===== src/rtl/lt_cap_pkg.sv =====
// rtl/lt_cap_pkg.sv - shared types and constants for the loop_test response capture stage
package lt_cap_pkg;

  localparam int          LT_RESP_W       = 6;
  localparam logic [15:0] POLY_CCITT      = 16'h1021;
  localparam logic [5:0]  LT_MASK_DEFAULT = 6'h27;

  typedef enum logic [2:0] {
    IDLE,
    ARMED,
    SETTLE,
    SAMPLE,
    DONE
  } cap_state_e;

endpackage


===== src/rtl/loop_test_resp_capture_if.sv =====
// rtl/loop_test_resp_capture_if.sv - vector handshake and response bus between upstream and capture stage
interface loop_test_resp_capture_if import lt_cap_pkg::*; ();

  logic                 vec_valid;
  logic                 vec_ready;
  logic [LT_RESP_W-1:0] resp;

  modport master (output vec_valid, output resp, input vec_ready);
  modport slave  (input vec_valid, input resp, output vec_ready);

endinterface


===== src/rtl/lt_misr16.sv =====
// rtl/lt_misr16.sv - 16-bit multiple-input signature register with synchronous load
module lt_misr16 import lt_cap_pkg::*; #(
  parameter logic [15:0] POLY    = POLY_CCITT,
  parameter logic [15:0] RST_VAL = 16'h0000
) (
  input  logic        clk,
  input  logic        rst_n,
  input  logic        load,
  input  logic [15:0] load_val,
  input  logic        en,
  input  logic [15:0] din,
  output logic [15:0] sig
);

  logic [15:0] sig_q;
  logic [15:0] sig_d;

  // Load has priority; otherwise shift with polynomial feedback and fold in the data word.
  always_comb begin
    sig_d = sig_q;
    if (load) begin
      sig_d = load_val;
    end else if (en) begin
      sig_d = {sig_q[14:0], 1'b0} ^ (sig_q[15] ? POLY : 16'h0000) ^ din;
    end
  end

  // Signature register.
  always_ff @(posedge clk or negedge rst_n) begin
    if (!rst_n) sig_q <= RST_VAL;
    else        sig_q <= sig_d;
  end

  assign sig = sig_q;

endmodule


===== src/rtl/loop_test_resp_capture.sv =====
// rtl/loop_test_resp_capture.sv - settle, toggle-watch and MISR-compress the loop_test DUT response
module loop_test_resp_capture import lt_cap_pkg::*; #(
  parameter int unsigned SETTLE_CYC  = 8,
  parameter int unsigned MAX_TOGGLES = 2,
  parameter int unsigned NUM_VEC     = 16,
  parameter logic [5:0]  RESP_MASK   = LT_MASK_DEFAULT,
  parameter logic [15:0] SEED        = 16'h0000,
  parameter logic [15:0] POLY        = POLY_CCITT
) (
  input  logic                          clk,
  input  logic                          rst_n,
  input  logic                          start,
  loop_test_resp_capture_if.slave       bus,
  output logic [15:0]                   signature,
  output logic                          unstable,
  output logic [7:0]                    vec_count,
  output logic                          done
);

  // Counter only needs to hold SETTLE_CYC-1.
  localparam int CNT_W = (SETTLE_CYC > 1) ? $clog2(SETTLE_CYC) : 1;

  cap_state_e           state_q, state_d;
  logic [CNT_W-1:0]     cnt_q, cnt_d;
  logic [LT_RESP_W-1:0] prev_q, prev_d;
  logic [3:0]           tog_q, tog_d;
  logic                 unstable_q, unstable_d;
  logic [7:0]           vec_count_q, vec_count_d;
  logic                 misr_load, misr_en;
  logic [LT_RESP_W-1:0] m;

  assign m = bus.resp & RESP_MASK;

  // Next-state and datapath control; start overrides every other event.
  always_comb begin
    state_d     = state_q;
    cnt_d       = cnt_q;
    prev_d      = prev_q;
    tog_d       = tog_q;
    unstable_d  = unstable_q;
    vec_count_d = vec_count_q;
    misr_load   = 1'b0;
    misr_en     = 1'b0;
    if (start) begin
      state_d     = ARMED;
      misr_load   = 1'b1;
      unstable_d  = 1'b0;
      vec_count_d = 8'd0;
      cnt_d       = '0;
      prev_d      = '0;
      tog_d       = 4'd0;
    end else begin
      case (state_q)
        ARMED: begin
          if (bus.vec_valid) begin
            cnt_d   = CNT_W'(SETTLE_CYC - 1);
            prev_d  = m;
            tog_d   = 4'd0;
            state_d = SETTLE;
          end
        end
        SETTLE: begin
          if ((m != prev_q) && (tog_q != 4'hF)) tog_d = tog_q + 4'd1;
          prev_d = m;
          if (cnt_q == '0) state_d = SAMPLE;
          else             cnt_d   = cnt_q - 1'b1;
        end
        SAMPLE: begin
          misr_en     = 1'b1;
          if (32'(tog_q) > MAX_TOGGLES) unstable_d = 1'b1;
          vec_count_d = vec_count_q + 8'd1;
          state_d     = (vec_count_d == 8'(NUM_VEC)) ? DONE : ARMED;
        end
        IDLE, DONE: ;
        default: state_d = IDLE;
      endcase
    end
  end

  // State and counter registers.
  always_ff @(posedge clk or negedge rst_n) begin
    if (!rst_n) begin
      state_q     <= IDLE;
      cnt_q       <= '0;
      prev_q      <= '0;
      tog_q       <= 4'd0;
      unstable_q  <= 1'b0;
      vec_count_q <= 8'd0;
    end else begin
      state_q     <= state_d;
      cnt_q       <= cnt_d;
      prev_q      <= prev_d;
      tog_q       <= tog_d;
      unstable_q  <= unstable_d;
      vec_count_q <= vec_count_d;
    end
  end

  lt_misr16 #(.POLY(POLY), .RST_VAL(SEED)) u_misr (
    .clk      (clk),
    .rst_n    (rst_n),
    .load     (misr_load),
    .load_val (SEED),
    .en       (misr_en),
    .din      ({10'b0, m}),
    .sig      (signature)
  );

  assign bus.vec_ready = (state_q == ARMED);
  assign done          = (state_q == DONE);
  assign unstable      = unstable_q;
  assign vec_count     = vec_count_q;

endmodule


===== src/flat_wrapper.sv =====
// flat-port wrapper written by rule: the top's interface ports become plain ports
module loop_test_resp_capture_flat import lt_cap_pkg::*;
#(
  parameter int unsigned SETTLE_CYC  = 8,
  parameter int unsigned MAX_TOGGLES = 2,
  parameter int unsigned NUM_VEC     = 16,
  parameter logic [5:0]  RESP_MASK   = LT_MASK_DEFAULT,
  parameter logic [15:0] SEED        = 16'h0000,
  parameter logic [15:0] POLY        = POLY_CCITT
)
  (clk, rst_n, start, signature, unstable, vec_count, done, bus_vec_valid, bus_resp, bus_vec_ready);
  loop_test_resp_capture_if bus_i ();
  input  logic clk;
  input  logic rst_n;
  input  logic start;
  output logic [15:0] signature;
  output logic unstable;
  output logic [7:0] vec_count;
  output logic done;
  input wire logic [$bits(bus_i.vec_valid)-1:0] bus_vec_valid;
  input wire logic [$bits(bus_i.resp)-1:0] bus_resp;
  output wire logic [$bits(bus_i.vec_ready)-1:0] bus_vec_ready;
  assign bus_i.vec_valid = bus_vec_valid;
  assign bus_i.resp = bus_resp;
  assign bus_vec_ready = bus_i.vec_ready;
  loop_test_resp_capture #(.SETTLE_CYC(SETTLE_CYC), .MAX_TOGGLES(MAX_TOGGLES), .NUM_VEC(NUM_VEC), .RESP_MASK(RESP_MASK), .SEED(SEED), .POLY(POLY)) u_core (.clk(clk), .rst_n(rst_n), .start(start), .bus(bus_i), .signature(signature), .unstable(unstable), .vec_count(vec_count), .done(done));
endmodule

===== config.mk =====
export PLATFORM = sky130hd
export DESIGN_NAME = loop_test_resp_capture_flat
export DESIGN_NICKNAME = d
export VERILOG_FILES = /design/src/rtl/lt_cap_pkg.sv /design/src/rtl/loop_test_resp_capture_if.sv /design/src/rtl/lt_misr16.sv /design/src/rtl/loop_test_resp_capture.sv /design/src/flat_wrapper.sv
export SDC_FILE = /design/constraint.sdc
export NUM_CORES = 1
export LEC_CHECK = 0
export ABC_AREA = 0
export CORE_MARGIN = 2
export CORE_UTILIZATION = 41
export DETAILED_ROUTE_END_ITERATION = 6
export HOLD_SLACK_MARGIN = 0.1
export PLACE_DENSITY = 0.65
export SLEW_MARGIN = 20
export SYNTH_ARGS = -nofsm -noshare
export SYNTH_HDL_FRONTEND = slang
export SYNTH_SLANG_ARGS = --single-unit

===== constraint.sdc =====
create_clock -name clk -period 2.4 [get_ports clk]
set_input_delay 0.48 -clock clk [delete_from_list [all_inputs] [get_ports clk]]
set_output_delay 0.48 -clock clk [all_outputs]
set_load 0.005 [all_outputs]

==> results of run 1 <==
[per-layer routing]
layer	track usage	vias up	routed length, um
met5	0	-	0
met4	0.07202	0	47
met3	0.04834	7	164
met2	0.2863	33	2170
met1	0.2202	796	1869
li1	-	734	-
[registers in the layout, summed over array words and instances (netlist names)]
signal             count
u_core.tog_q           4
u_core.prev_q          4
u_core.unstable        1
u_core.u_misr.sig     16
u_core.vec_count       8
u_core.state_q         3
u_core.cnt_q           3
[layout by cell type, fill, tap and decap left out, types with 2 or more instances in the layout]
cell type        count
dfrtp_1             39
clkdlybuf4s50_1     33
a22o_1              24
xor2_1              11
nand2_1             10
inv_1                9
nand3_1              8
nor2_1               7
a21oi_1              7
buf_4                6
xnor2_1              5
ha_1                 5
clkbuf_8             5
o21ai_0              4
nand3b_1             3
a31oi_1              3
nor3_1               3
a21o_1               3
nor3b_2              2
or3_1                2
a211oi_1             2
nor2b_1              2
a32o_1               2
[cells by family after synthesis]
logic type / Yosys count
AO/OA/AOI/OAI: 53
AND/OR/NAND/NOR: 47
flip-flops: 39
buffers and inverters: 18
XOR/XNOR: 16
adder cells (fa/ha/maj): 5
multiplexers: 1
[stage by stage]
step	std cells	instance area (sq um)	hold slack [ps]	util
floorplan	179	1962	184.4	-
global placement	264	2372	475.5	0.5090
detailed placement	264	2372	484.7	0.5090
CTS	272	2485	328.2	0.5332
global route	272	2485	361.5	0.5332
finish	272	2485	295.0	0.5332
[power by group through the flow]
stage	Sequential (W)	Clock, W	Combinational (W)
2_1_floorplan	0.000706	0	0.000102
3_3_place_gp	0.000716	0	0.000160
3_5_place_dp	0.000718	0	0.000169
4_1_cts	0.000705	0.000561	0.000169
5_1_grt	0.000710	0.000581	0.000187
6_report	0.000705	0.000541	0.000167
[how the worst max path moves through the flow]
| stage | cells past startpoint | from | to | slack, ps |
|---|---|---|---|---|
| 4_1_cts | 2 | u_core.state_q[0]$_DFFE_PN0P_ | bus_vec_ready | 90 |
| 3_3_place_gp | 5 | bus_resp[1] | u_core.tog_q[2]$_DFFE_PN0P_ | 240 |
| 6_report | 2 | u_core.state_q[0]$_DFFE_PN0P_ | bus_vec_ready | 120 |
| 5_1_grt | 2 | u_core.state_q[0]$_DFFE_PN0P_ | bus_vec_ready | 10 |
| 3_5_place_dp | 5 | bus_resp[1] | u_core.tog_q[2]$_DFFE_PN0P_ | 190 |
| 2_1_floorplan | 4 | bus_resp[1] | u_core.tog_q[2]$_DFFE_PN0P_ | 780 |
[cell type report]
class,count,share of cell area
clock buffer,5,0.02769
clock inverter,3,0.01762
inverter,9,0.01360
multi-input combinational,122,0.3681
sequential,39,0.3927
tap,54,0.02719
timing repair buffer,40,0.1531
[critical path, stage by stage (launching register included)]
cell and delay [ps]:
dfrtp_1 560, nor3b_2 390, clkdlybuf4s50_1 570
==> summary.md, run 1 <==
| Metric | Value |
|---|---|
| DRC | `0` |
| F_max | `438.0 MHz` |
| Syn Nets | `194` |
| FF+latch count, synth | `39` |
| RD Place Congestion | `0.7350` |
| Final Slew Violations | `0` |
| Sequential Area | `975.9 sq um` |
| Multi-input gate area in the final layout | `914.6 sq um` |
| Most used DFF post-synth | `dfrtp_1` |
| Cts hold-fix bufs | `0` |
| Clk network pwr share | `0.383` |
| Crit path kind | `reg2out` |
| Die H | `73.18 um` |
| Adder-Cell Fraction of Synth Area | `0.03189` |
| EDFF count, synth | `0` |
| Yosys warnings | `0` |
| Synth top area share | `0.4974` |
| Vias per std cell | `5.772` |
| Dpl ws | `192.6 ps` |
| Register area share after synthesis | `0.4974` |
| Largest family of logic cells by synthesized area | `compound AO/OA/AOI/OAI gates` |
| Post-synth cell types | `42` |
| Total GRT Usage | `0.1759` |
| First-pass GRT wire length | `7.286 mm` |
| Worst min-delay path class | `in2async` |
| Syn_area_per_cell | `10.96 sq um` |
| Area leader, netlist | `dfrtp_1` |
| Critical Path AT | `1800 ps` |
| Maxcap violations | `0` |
| WL final | `4.253 mm` |
| Number of nets in the layout | `232` |
| Post-synthesis mux area share | `0.005740` |
| Setup TNS | `0 ps` |
| FF-to-FF End | `u_core.tog_q[0]$_DFFE_PN0P_` |
| Die W | `73.18 um` |
| PostCTS Resize Cnt | `0` |
| Clk sink count | `39` |
| Xor-xnor portion of the synthesized cell area | `0.07143` |
| Core area | `4661 sq um` |
| Complex-gate fraction of the synthesized area | `0.2124` |
| Origin of the critical flop-to-flop path | `u_core.state_q[0]$_DFFE_PN0P_` |
| Hpwl dp | `2.975 mm` |
| Synth cell count leaders | `dfrtp_1 (39), a22o_1 (24), xor2_1 (11)` |
| Synth Area in Simple Gates | `0.1422` |
| Area grow syn2layout | `26.66%` |
| Comb power frac | `0.118` |
| # diodes | `0` |
| Initial Util | `0.4209` |
| Insertion delay to the later sink of the worst-skew pair | `290 ps` |
| CTS Buffer Depth | `2` |
| Initial DRC count | `86` |
| Fillcell total | `403` |
| Layout cells sized above 1 | `0.1101` |
| Die footprint | `5355 sq um` |
| Final period utilization | `0.9512` |
| Endpoints failing setup | `0` |
| Switching part of the total | `0.2467` |
| Status | `completed` |
| R2R cell count | `5` |
| Initial antenna violation count | `0` |
| Minimum clock period | `2283 ps` |
| Sw Pwr | `0.0003485 W` |
| Count leader, synth | `dfrtp_1` |
| H-tree depth | `2` |
| Clock skew | `6.179 ps` |
| RSZ-0062 raised after global routing | `false` |
| Crit end category | `output port` |
| CTS root buf | `clkbuf_8` |
| TritonCTS clock tree | `done` |
| Top-Level Pins | `37` |
| Worst IR Drop VDD | `0.3620 mV` |
| Crit start category | `flip-flop` |
| Final Total Pwr | `0.001413 W` |
| Largest fanout on the critical path | `11` |
| Sequential power share | `0.499` |
| Final worst slack | `117.0 ps` |
| Relative slew slack | `0.4297` |
| DRT Pass-1 Iters | `4` |
| Global route overflow | `0` |
| Mapped Cells | `179` |
| Static Leak | `1.103 nW` |
| Mapped Area | `1962 sq um` |
| I/O Buffers | `34` |
| Int Pwr | `0.001064 W` |
| Worst-Margin Slew | `855.4 ps` |
| Antenna viol nets, final | `0` |
| Pwr/cell area | `568.5 nW/um^2` |
| Cell row count | `25` |
| Detail-routed net length per standard cell | `15.64 um` |
| Largest net degree at the start of global routing | `40` |
| Final hold violation count | `0` |
| Clock transition at path regs | `80 ps` |
| TritonCTS buffer count | `5` |
| Synth top area cells | `dfrtp_1 (50%), a22o_1 (11%), xor2_1 (4.9%)` |
| Register-to-register setup slack | `700 ps` |
| Number of global-route vias before repair | `1575` |
| Required @ worst endpoint | `1920 ps` |
| Setup Buffers After CTS | `0` |
| Via count | `1570` |
| Async set or reset register ratio after synthesis | `1.000` |
Note: power is estimated with default switching activity, not from simulation.
==> run 2: changes to the inputs <==
- CORE_ASPECT_RATIO: default -> 0.8
- clock period: 2.4 -> 2.5 ns (I/O delays scaled with it)
==> summary.md, run 2 (synthesis gave the netlist of run 1 again) <==
| Metric | Value |
|---|---|
| Status | `completed` |
| Minimum clock period | `2303 ps` |
| TritonCTS buffer count | `5 (unchanged)` |
| Commonest non-fill, non-tap cells in the layout | `dfrtp_1 (39), clkdlybuf4s50_1 (33), a22o_1 (24)` |
| Cell row count | `22 (-12%)` |
| Largest fanout on the critical path | `11 (unchanged)` |
| Vias per std cell | `5.536 (-4.1%)` |
| Detail-routed net length per standard cell | `15.28 um (-2.3%)` |
| First-pass GRT wire length | `7.210 mm (-1.0%)` |
| WL final | `4.247 mm (-0.14%)` |
| Critical Path AT | `1800 ps (about the same)` |
| Crit path kind | `reg2out` |
| I/O Buffers | `34 (unchanged)` |
| Global route overflow | `0 (unchanged)` |
| WP buf/inv | `1 (unchanged)` |
| Final period utilization | `0.9210` |
| Crit-path leading delay family | `flip-flops` |
| Static Leak | `1.106 nW (+0.33%)` |
| Final std cells w/o fill | `278 (+2.2%)` |
| RD Place Congestion | `0.8606 (+17%)` |
| Commonest non-fill, non-tap cell in the layout | `dfrtp_1` |
| Initial Util | `0.4268 (+0.005843)` |
| Hpwl dp | `2.979 mm (+0.16%)` |
| TritonCTS clock tree | `done` |
| Fillcell total | `393 (-2.5%)` |
| Initial antenna violation count | `0 (unchanged)` |
| F_max | `434.3 MHz` |
| Worst-Margin Slew | `850.6 ps (-4.828 ps)` |
| Final Cell Area | `2497 sq um (+0.50%)` |
| Insertion delay to the later sink of the worst-skew pair | `300 ps (about the same)` |
| Final hold violation count | `0 (unchanged)` |
| Largest net degree at the start of global routing | `40 (unchanged)` |
| H-tree depth | `2 (unchanged)` |
| Initial DRC count | `74 (-14%)` |
| Die H | `65.87 um (-10%)` |
| Final core occ | `0.5433 (+0.01012)` |
| Cell Chain, Critical Path | `nor3b_2, clkdlybuf4s50_1` |
| Antenna viol nets, final | `0 (unchanged)` |
| Endpoints failing setup | `0 (unchanged)` |
| Worst IR Drop VDD | `0.3098 mV (-14%)` |
| Comb power frac | `0.115 (-0.003)` |
| Pwr/cell area | `557.7 nW/um^2 (-1.9%)` |
| Final Slew Violations | `0 (unchanged)` |
| Cts hold-fix bufs | `0 (unchanged)` |
| Setup Buffers After CTS | `0 (unchanged)` |
| Clock transition at path regs | `80 ps (about the same)` |
| Crit path max-delay cell type | `dfrtp_1` |
| Int Pwr | `0.001047 W (-1.6%)` |
| Crit end category | `output port` |
| Layout cells sized above 1 | `0.1101 (unchanged)` |
| Area grow syn2layout | `27.30%` |
| Die W | `81.34 um (+11%)` |
| PostCTS Resize Cnt | `0 (unchanged)` |
| RSZ-0062 raised after global routing | `false` |
| Crit start category | `flip-flop` |
| Maxcap violations | `0 (unchanged)` |
| Number of nets in the layout | `232 (unchanged)` |
| Hold Slack | `301.8 ps (+6.868 ps)` |
| Sequential power share | `0.487 (-0.012)` |
| Worst min-delay path class | `in2async` |
| Core area | `4597 sq um (-1.4%)` |
| Number of global-route vias before repair | `1451 (-7.9%)` |
| Relative slew slack | `0.4329 (+0.003219)` |
| Switching part of the total | `0.2483 (+0.001645)` |
| DP Cell Count | `270 (+2.3%)` |
| CP Depth | `2 (unchanged)` |
| CTS Buffer Depth | `2 (unchanged)` |
| Largest stage delay, worst path | `590 ps (+20 ps)` |
| Total GRT Usage | `0.1783 (+0.002344)` |
| Die footprint | `5358 sq um (about the same)` |
| R2R cell count | `5 (unchanged)` |
| DRT Pass-1 Iters | `4 (unchanged)` |
| Clock skew | `4.529 ps (-1.650 ps)` |
| Setup TNS | `0 ps (unchanged)` |
| # diodes | `0 (unchanged)` |
| Top-Level Pins | `37 (unchanged)` |
| Sw Pwr | `0.0003459 W (-0.74%)` |
| Via count | `1539 (-2.0%)` |
| CTS root buf | `clkbuf_8` |
| Post-DP Area | `2380 sq um (+0.32%)` |
| Clk network pwr share | `0.398 (+0.015)` |
| Largest register FFs | `16 (unchanged)` |
| Required @ worst endpoint | `2000 ps (+80 ps)` |
| Clk sink count | `39 (unchanged)` |
| DRC | `0 (unchanged)` |
-- run 2: cell types whose count changed in the layout (fill, tap and decap cells not counted), sizes merged --
cell | before | now
clkinv | 2 | 1
clkbuf | 5 | 6
-- run 2: worst paths after layout --
kind                                                    start                           endpoint  slack, ps
worst min register to register    u_core.cnt_q[1]$_DFFE_PN0P_        u_core.cnt_q[1]$_DFFE_PN0P_        520
worst min-delay path                                    rst_n    u_core.vec_count[7]$_DFFE_PN0P_        300
min in group clk                  u_core.cnt_q[1]$_DFFE_PN0P_        u_core.cnt_q[1]$_DFFE_PN0P_        520
worst max-delay path            u_core.state_q[0]$_DFFE_PN0P_                      bus_vec_ready        200
max in group asynchronous                               rst_n  u_core.u_misr.sig[15]$_DFFE_PN0P_       1660
worst max register to register  u_core.state_q[0]$_DFFE_PN0P_        u_core.tog_q[1]$_DFFE_PN0P_        800
-- run 2: area by class of cell --
type,count,area [sq um],area share
well taps,60,75.07,0.03006
repair buffers,40,380.4,0.1523
clock buffers,6,82.58,0.03307
multi-input cells,122,914.6,0.3662
flip-flops and latches,39,975.9,0.3908
clock inverters,2,35.03,0.01403
inverters,9,33.78,0.01353
-- run 2: stage by stage --
stage	setup slack (ps)	power (W)
2_1_floorplan	863.6	0.0007762
3_3_place_gp	312.5	0.0008399
3_5_place_dp	276.3	0.0008499
4_1_cts	197.1	0.001412
5_1_grt	111.4	0.001468
6_report	197.4	0.001393
-- run 2: layer usage --
layer | global-route usage | routed length, um | share of wire | up-vias
met5 | 0 | 0 | 0 | -
met3 | 0.05601 | 203 | 0.048 | 4
met4 | 0.07203 | 40 | 0.0094 | 0
met2 | 0.2439 | 1955 | 0.46 | 37
li1 | - | - | - | 735
met1 | 0.2590 | 2048 | 0.48 | 763
-- run 2: power groups by stage --
| stage | clock network (W) | registers (W) | logic, W |
|---|---|---|---|
| after floorplan | 0 | 0.000678 | 0.0000982 |
| after global placement | 0 | 0.000687 | 0.000153 |
| after detailed placement | 0 | 0.000690 | 0.000160 |
| after CTS | 0.000573 | 0.000678 | 0.000160 |
| after global routing | 0.000606 | 0.000682 | 0.000180 |
| final | 0.000555 | 0.000679 | 0.000160 |
-- run 2: worst register-to-register path, stage by stage (launching register included) --
cell and delay (ps):
dfrtp_1 590, nor3b_2 360, a211oi_1 120, buf_4 190
a21o_1 170, a21o_1 170
==> run 3: changes to the inputs <==
- RECOVER_POWER: default -> 25
- SLEW_MARGIN: 20 -> default
==> summary.md, run 3 (synthesis gave the netlist of run 1 again) <==
| Metric | Value |
|---|---|
| WP buf/inv | `1 (unchanged)` |
| Final Slew Violations | `0 (unchanged)` |
| First-pass GRT wire length | `7.210 mm (unchanged)` |
| Pwr/cell area | `557.7 nW/um^2 (about the same)` |
| Fillcell total | `393 (unchanged)` |
| Layout cells sized above 1 | `0.1101 (unchanged)` |
| Die H | `65.87 um (unchanged)` |
| DP Cell Count | `270 (unchanged)` |
| WL final | `4.244 mm (about the same)` |
| Die W | `81.34 um (unchanged)` |
| RD Place Congestion | `0.8606 (unchanged)` |
| Largest fanout on the critical path | `11 (unchanged)` |
| FF-to-FF End | `u_core.tog_q[1]$_DFFE_PN0P_` |
| Origin of the critical flop-to-flop path | `u_core.state_q[0]$_DFFE_PN0P_` |
| Worst min-delay path class | `in2async` |
| DRT Pass-1 Iters | `4 (unchanged)` |
| Clock skew | `4.609 ps (+0.07982 ps)` |
| Sequential Area | `975.9 sq um (unchanged)` |
| Number of global-route vias before repair | `1451 (unchanged)` |
| Worst-Margin Slew | `952.4 ps (+101.8 ps)` |
| Relative slew slack | `0.3651 (-0.06788)` |
| Setup TNS | `0 ps (unchanged)` |
| Setup Buffers After CTS | `0 (unchanged)` |
| Area grow syn2layout | `27.30% (unchanged)` |
| Crit-path leading delay family | `flip-flops` |
| Via count | `1530 (-0.58%)` |
| Crit start category | `flip-flop` |
| Final std cells w/o fill | `278 (unchanged)` |
| Maxcap violations | `0 (unchanged)` |
| Top-Level Pins | `37 (unchanged)` |
| Dpl ws | `276.3 ps (unchanged)` |
| Number of nets in the layout | `232 (unchanged)` |
| CTS root buf | `clkbuf_8` |
| CTS Buffer Depth | `2 (unchanged)` |
| R2R cell count | `5 (unchanged)` |
| Required @ worst endpoint | `2000 ps (about the same)` |
| Final period utilization | `0.9211 (about the same)` |
| Initial DRC count | `74 (unchanged)` |
| Crit path max-delay cell type | `dfrtp_1` |
| # diodes | `0 (unchanged)` |
| Total GRT Usage | `0.1783 (unchanged)` |
| Core area | `4597 sq um (unchanged)` |
| DRC | `0 (unchanged)` |
| Minimum clock period | `2303 ps (+0.05600 ps)` |
| Worst IR Drop VDD | `0.3098 mV (about the same)` |
| Largest net degree at the start of global routing | `40 (unchanged)` |
| Initial Util | `0.4268 (unchanged)` |
| Global route overflow | `0 (unchanged)` |
| Final core occ | `0.5433 (unchanged)` |
| Cell row count | `22 (unchanged)` |
| TritonCTS buffer count | `5 (unchanged)` |
| Largest stage delay, worst path | `590 ps (about the same)` |
| Critical Path AT | `1800 ps (about the same)` |
| Detail-routed net length per standard cell | `15.27 um (about the same)` |
| Crit path kind | `reg2out` |
| Multi-input gate area in the final layout | `914.6 sq um (unchanged)` |
| H-tree depth | `2 (unchanged)` |
| Antenna viol nets, final | `0 (unchanged)` |
| Initial antenna violation count | `0 (unchanged)` |
| Final worst slack | `197.3 ps (-0.05600 ps)` |
| Register-to-register setup slack | `800 ps (about the same)` |
| Endpoints failing setup | `0 (unchanged)` |
| Largest register FFs | `16 (unchanged)` |
| F_max | `434.3 MHz (about the same)` |
| Vias per std cell | `5.504 (-0.58%)` |
| Hold Slack | `335.1 ps (+33.31 ps)` |
| RSZ-0062 raised after global routing | `false` |
| Insertion delay to the later sink of the worst-skew pair | `300 ps (about the same)` |
| Die footprint | `5358 sq um (unchanged)` |
| Hpwl dp | `2.979 mm (unchanged)` |
| Final hold violation count | `0 (unchanged)` |
| Status | `completed` |
| Cts hold-fix bufs | `0 (unchanged)` |
| TritonCTS clock tree | `done` |
| Cell Chain, Critical Path | `nor3b_2, clkdlybuf4s50_1` |
| Crit end category | `output port` |
| Clock transition at path regs | `80 ps (about the same)` |
| Commonest non-fill, non-tap cells in the layout | `dfrtp_1 (39), clkdlybuf4s50_1 (33), a22o_1 (24)` |
| I/O Buffers | `34 (unchanged)` |
| Clk sink count | `39 (unchanged)` |
| Commonest non-fill, non-tap cell in the layout | `dfrtp_1` |
| PostCTS Resize Cnt | `0 (unchanged)` |
| Static Leak | `1.107 nW (about the same)` |
==> run 3: cell types whose count changed in the layout (fill, tap and decap cells not counted), sizes merged <==
cell / change
buf: -1
clkbuf: +1
==> run 3: worst reg2reg max path, stage by stage, from the launching register on <==
cell	delay, ps
dfrtp_1	590
nor3b_2	360
a211oi_1	120
buf_4	190
a21o_1	170
a21o_1	170
==> run 3: layout make-up <==
type / instances / share of cell area
multi-input combinational: 122 / 0.3662
clock buffer: 6 / 0.03307
clock inverter: 2 / 0.01403
timing repair buffer: 40 / 0.1523
sequential: 39 / 0.3908
tap: 60 / 0.03006
inverter: 9 / 0.01353
==> run 3: through the flow <==
step / instance area, sq um / total power, W
after detailed placement: 2380 / 0.0008499
after global routing: 2497 / 0.001468
after CTS: 2497 / 0.001412
after floorplan: 1962 / 0.0007762
final: 2497 / 0.001393
after global placement: 2380 / 0.0008399
==> run 3: worst max path at each step <==
stage                                   from                     endpoint  slack (ps)  depth (start not counted)
6_report       u_core.state_q[0]$_DFFE_PN0P_                bus_vec_ready         200                          2
5_1_grt        u_core.state_q[0]$_DFFE_PN0P_                bus_vec_ready         110                          2
4_1_cts        u_core.state_q[0]$_DFFE_PN0P_                bus_vec_ready         200                          2
3_5_place_dp                     bus_resp[1]  u_core.tog_q[2]$_DFFE_PN0P_         280                          5
3_3_place_gp                     bus_resp[1]  u_core.tog_q[2]$_DFFE_PN0P_         310                          5
2_1_floorplan                    bus_resp[1]  u_core.tog_q[2]$_DFFE_PN0P_         860                          4
==> run 3: layer usage <==
| layer | part of all wire | GRT usage | up-vias | wire length, um |
|---|---|---|---|---|
| met4 | 0.0094 | 0.07203 | 0 | 40 |
| met1 | 0.49 | 0.2590 | 758 | 2059 |
| met5 | 0 | 0 | - | 0 |
| met3 | 0.045 | 0.05601 | 4 | 189 |
| li1 | - | - | 735 | - |
| met2 | 0.46 | 0.2439 | 33 | 1955 |
==> run 3: power breakdown <==
group          internal (W)  switching (W)  total, W
combinational     0.0000729      0.0000865  0.000159
sequential         0.000651      0.0000277  0.000679
clock              0.000323       0.000232  0.000555
total               0.00105       0.000346   0.00139
